### config.mk
export PLATFORM = sky130hd
export DESIGN_NAME = readout_arbiter
export DESIGN_NICKNAME = d
export VERILOG_FILES = /design/src/rtl/readout_arbiter.sv
export SDC_FILE = /design/constraint.sdc
export NUM_CORES = 1
export LEC_CHECK = 0
export ABC_AREA = 1
export BUFFER_PORTS_ARGS = -buffer_cell sky130_fd_sc_hd__buf_2
export CAP_MARGIN = 20
export CORE_MARGIN = 10
export CORE_UTILIZATION = 48
export CTS_CLUSTER_SIZE = 28
export DETAILED_ROUTE_END_ITERATION = 8
export GPL_ROUTABILITY_DRIVEN = 0
export GPL_TIMING_DRIVEN = 0
export PLACE_DENSITY = 0.76
export SETUP_SLACK_MARGIN = 0.1
export SYNTH_ARGS = -nofsm -noshare
export SYNTH_HDL_FRONTEND = slang
export SYNTH_SLANG_ARGS = --single-unit
### constraint.sdc
create_clock -name clock -period 2.7 [get_ports clock]
set_input_delay 0 -clock clock [delete_from_list [all_inputs] [get_ports clock]]
set_output_delay 0 -clock clock [all_outputs]
set_load 0.05 [all_outputs]
### src/rtl/readout_arbiter.sv
// Round-robin readout of two source FIFOs into a header-tagged byte stream.
// Each packet is one header byte followed by the source word, MSB byte first.
module readout_arbiter #(
  parameter int unsigned DATA_W = 64,
  parameter logic [7:0]  HDR0   = 8'hA5,
  parameter logic [7:0]  HDR1   = 8'hA6
) (
  input  logic              clock,
  input  logic              reset,
  input  logic [1:0]        src_enable,
  input  logic              src0_empty,
  input  logic              src1_empty,
  output logic              src0_rd_en,
  output logic              src1_rd_en,
  input  logic [DATA_W-1:0] src0_data,
  input  logic [DATA_W-1:0] src1_data,
  output logic [7:0]        out_data,
  output logic              out_valid,
  input  logic              out_ready,
  output logic              busy,
  output logic [15:0]       word_count0,
  output logic [15:0]       word_count1
);

  localparam int unsigned NBYTES = DATA_W / 8;
  localparam int unsigned IDX_W  = (NBYTES > 1) ? $clog2(NBYTES) : 1;
  localparam logic [IDX_W-1:0] LAST_IDX = IDX_W'(NBYTES - 1);

  typedef enum logic [2:0] {IDLE, READ, LATCH, HEADER, DATA} state_t;

  state_t            state, state_next;
  logic              grant, grant_next;
  logic              last_grant;
  logic [1:0]        pending;
  logic              handshake;
  logic              last_byte;
  logic [DATA_W-1:0] shreg;
  logic [IDX_W-1:0]  byte_idx;

  assign pending   = src_enable & {~src1_empty, ~src0_empty};
  assign handshake = out_valid & out_ready;
  assign last_byte = (byte_idx == LAST_IDX);
  assign busy      = (state != IDLE);

  always_comb begin
    state_next = state;
    grant_next = grant;
    src0_rd_en = 1'b0;
    src1_rd_en = 1'b0;
    case (state)
      IDLE: begin
        if (|pending) begin
          state_next = READ;
          // on contention the source that did not go last wins
          grant_next = (&pending) ? ~last_grant : pending[1];
        end
      end
      READ: begin
        src0_rd_en = ~grant;
        src1_rd_en = grant;
        state_next = LATCH;
      end
      LATCH:   state_next = HEADER;
      HEADER:  if (handshake) state_next = DATA;
      DATA:    if (handshake && last_byte) state_next = IDLE;
      default: state_next = IDLE;
    endcase
  end

  always_ff @(posedge clock or posedge reset) begin
    if (reset) begin
      state <= IDLE;
      grant <= 1'b0;
    end else begin
      state <= state_next;
      grant <= grant_next;
    end
  end

  always_ff @(posedge clock or posedge reset) begin
    if (reset) begin
      shreg       <= '0;
      byte_idx    <= '0;
      out_valid   <= 1'b0;
      out_data    <= '0;
      last_grant  <= 1'b1;
      word_count0 <= '0;
      word_count1 <= '0;
    end else begin
      case (state)
        LATCH: begin
          shreg     <= grant ? src1_data : src0_data;
          out_valid <= 1'b1;
          out_data  <= grant ? HDR1 : HDR0;
        end
        HEADER: begin
          if (handshake) begin
            out_data <= shreg[DATA_W-1 -: 8];
            shreg    <= shreg << 8;
            byte_idx <= '0;
          end
        end
        DATA: begin
          if (handshake) begin
            if (last_byte) begin
              out_valid  <= 1'b0;
              last_grant <= grant;
              if (grant) word_count1 <= word_count1 + 16'd1;
              else       word_count0 <= word_count0 + 16'd1;
            end else begin
              out_data <= shreg[DATA_W-1 -: 8];
              shreg    <= shreg << 8;
              byte_idx <= byte_idx + IDX_W'(1);
            end
          end
        end
        default: ;
      endcase
    end
  end

endmodule
==> flow_metrics.env <==
export IMPL_outcome="completed"
export IMPL_cp_arrival_ns=2.50
export IMPL_synth_edff_count=0
export IMPL_yosysTopAreaCell="dfrtp_1"
export IMPL_drt_first_pass_iters=5
export IMPL_cts_buffers=17
export IMPL_crit_path_end_kind="flop"
export IMPL_min_period_ns=2.23
export IMPL_num_vias=6361
export IMPL_cap_violations=0
export IMPL_powerDensity_nw_per_um2=1010
export IMPL_pre_cts_ws_ns=0.906
export IMPL_netlist_area_sq_um=6290
export IMPL_syn_num_nets=998
export IMPL_post_dp_hpwl_um=13500
export IMPL_start_util_pct=49.4
export IMPL_total_leakage_power_nw=4.36
export IMPL_grt_pass1_wl_um=30200
export IMPL_grt_max_degree=35
export IMPL_drt_iter0_drc=463
export IMPL_port_buffers=178
export IMPL_drcViolationCount=0
export IMPL_nets=1223
export IMPL_cts_root_buf="clkbuf_16"
export IMPL_drt_wl_total_um=18400
export IMPL_dieHeight_um=134
export IMPL_yosys_warnings=0
export IMPL_post_cts_resized=0
export IMPL_die_w_um=134
export IMPL_grt_use_total_pct=20.5
export IMPL_start_kind="flop"
export IMPL_overflow=0
export IMPL_rsz0062_at_grt="no"
export IMPL_hold_viol=0
export IMPL_clock_sinks=113
export IMPL_crit_type="reg2reg"
export IMPL_final_max_slew_viol_count=0
export IMPL_boundaryPins=179
export IMPL_die_area_sq_um=18100
export IMPL_dp_cells=1212
export IMPL_synth_yosys_seq_area_share_pct=45.0
export IMPL_grt_pass1_vias=6217
export IMPL_ys_top_cells_by_area="dfrtp_1 (45%), nand2_1 (21%), o21ai_0 (9.8%), or2_2 (5.6%), inv_1 (2.8%)"
export IMPL_synth_most_common_cell="nand2_1"
export IMPL_critical_path_max_fanout=10
export IMPL_hold_class="in2reg"
export IMPL_slew_headroom_pct=47.3
export IMPL_fin_ws_ns=0.475
export IMPL_final_core_util_pct=64.9
export IMPL_reg2reg_depth=6
export IMPL_viasPerCell=5.01
export IMPL_ys_seq_elements=113
export IMPL_clock_fmax_mhz=449
export IMPL_drive_above_1_share_pct=27.6
export IMPL_synth_top_cells_by_count="nand2_1 (356), o21ai_0 (123), dfrtp_1 (112), or2_2 (56), inv_1 (47)"
export IMPL_cts_buffer_depth=2
export IMPL_tightest_slew_ns=0.784
export IMPL_filler_cell_count=1181
export IMPL_antenna_found_initial=0
export IMPL_whs_path_depth=5
export IMPL_worstPathRequired_ns=2.97
export IMPL_synthCells=859
export IMPL_synthFlopType="dfrtp_1"
export IMPL_fin_cells=1270
export IMPL_yosysTopAreaCellShare_pct=44.6
export IMPL_area_delta_synth_final_pct=31.3
export IMPL_synth_async_sr_flop_share_pct=100
export IMPL_clock_latency_ns=0.41
export IMPL_period_share_pct=82.4
export IMPL_syn_area_per_cell_sq_um=7.32
export IMPL_postRouteAntennaNets=0
export IMPL_htreeDepth=4
export IMPL_ys_types=29
export IMPL_irDropWorstVdd_mv=0.454
export IMPL_wire_per_inst_um=14.5
export IMPL_coreArea_sq_um=12700
export IMPL_setup_violations=0
export IMPL_placementRows=41
export IMPL_clk_pin_slew_ns=0.05
export IMPL_cts_tree="done"
export IMPL_tns_ns=0
export IMPL_finClkSkew_ns=0.00736
==> sequential cells by signal (all words and copies together) (netlist names) <==
signal	flops
state	3
byte_idx	3
shreg	64
grant	1
last_grant	1
out_data	8
out_valid	1
word_count0	16
word_count1	16
==> power breakdown <==
group,switching [mW],leakage (nW),internal [mW]
Combinational,2.42,2.64,1.28
Clock,0.737,0.277,1.31
Sequential,0.299,1.44,2.28
Total,3.45,4.36,4.87
==> final cells by class <==
type | count | area [sq um] | share of cell area (%)
Antenna cell | 1 | 2.50 | 0.0303
Sequential cell | 113 | 2830 | 34.3
Clock buffer | 27 | 523 | 6.33
Inverter | 49 | 188 | 2.27
Timing Repair Buffer | 206 | 1200 | 14.5
Buffer | 42 | 223 | 2.70
Tap cell | 172 | 215 | 2.61
Clock inverter | 5 | 25.0 | 0.303
Multi-Input combinational cell | 655 | 3050 | 36.9
==> layout by cell type, fill, tap and decap left out <==
master / n
buf_2: 196
nor2_1: 27
buf_6: 3
dfstp_2: 1
inv_2: 2
nand3_2: 1
nor3b_1: 1
nand2_2: 3
xnor2_1: 12
nand3_1: 23
dfrtp_1: 112
o31ai_1: 2
clkinv_2: 5
nor3_1: 3
nand4_1: 19
dlygate4sd3_1: 25
or2_2: 56
o21ai_1: 3
diode_2: 1
nor2_4: 1
clkbuf_16: 17
a31oi_1: 2
xor2_1: 4
o21ai_0: 123
clkbuf_8: 6
clkinvlp_4: 1
clkbuf_2: 1
clkbuf_1: 19
a21oi_1: 5
ha_1: 4
nor2_2: 2
buf_4: 5
mux2i_1: 8
buf_12: 3
inv_1: 46
nand2_1: 356
==> metrics by stage <==
step	total power, mW	area, sq um	hold slack (ns)
5_1_grt	8.99	8250	0.0111
3_5_place_dp	6.21	7460	0.120
3_3_place_gp	6.14	7400	0.299
6_report	8.32	8260	0.0137
4_1_cts	8.36	8250	0.00371
2_1_floorplan	5.21	6290	0.196
==> layer usage <==
metal | up-vias | part of all wire, % | track usage, %
met3 | 27 | 7.6 | 7.17
met5 | - | 0 | 0
met4 | 0 | 1.7 | 6.41
met1 | 2955 | 44 | 25.0
li1 | 3190 | - | -
met2 | 189 | 47 | 33.1
==> worst max-delay path: stages (launching register included) <==
cell	delay [ns]
dfrtp_1	0.44
buf_2	0.27
buf_2	0.24
buf_4	0.25
mux2i_1	0.22
dlygate4sd3_1	0.57
o21ai_0	0.08
==> repair_timing <==
action | in CTS | in global routing
hold endpoints to repair | 41 | 0
buffers inserted | 0 | 0
hold buffers | 25 | 0
==> worst paths after layout <==
check,startpoint,endpoint,slack (ns)
max,grant,shreg[4],0.47
min,src1_data[60],shreg[60],0.01
max reg2reg,grant,shreg[4],0.47
min reg2reg,out_data[6],out_data[6],0.48
max in group asynchronous,reset,shreg[4],1.71
min in group asynchronous,reset,word_count1[5],0.22
==> cell families after synthesis <==
| family | count (synthesis) | share of synthesized area, % |
|---|---|---|
| AND/OR/NAND/NOR | 492 | 33.4 |
| AO/OA/AOI/OAI | 135 | 10.9 |
| flip-flops | 113 | 45.0 |
| buffers and inverters | 91 | 6.47 |
| XOR/XNOR | 16 | 2.23 |
| multiplexers | 8 | 1.27 |
| adder cells (fa/ha/maj) | 4 | 0.796 |
(Power assumes the default switching activity.)
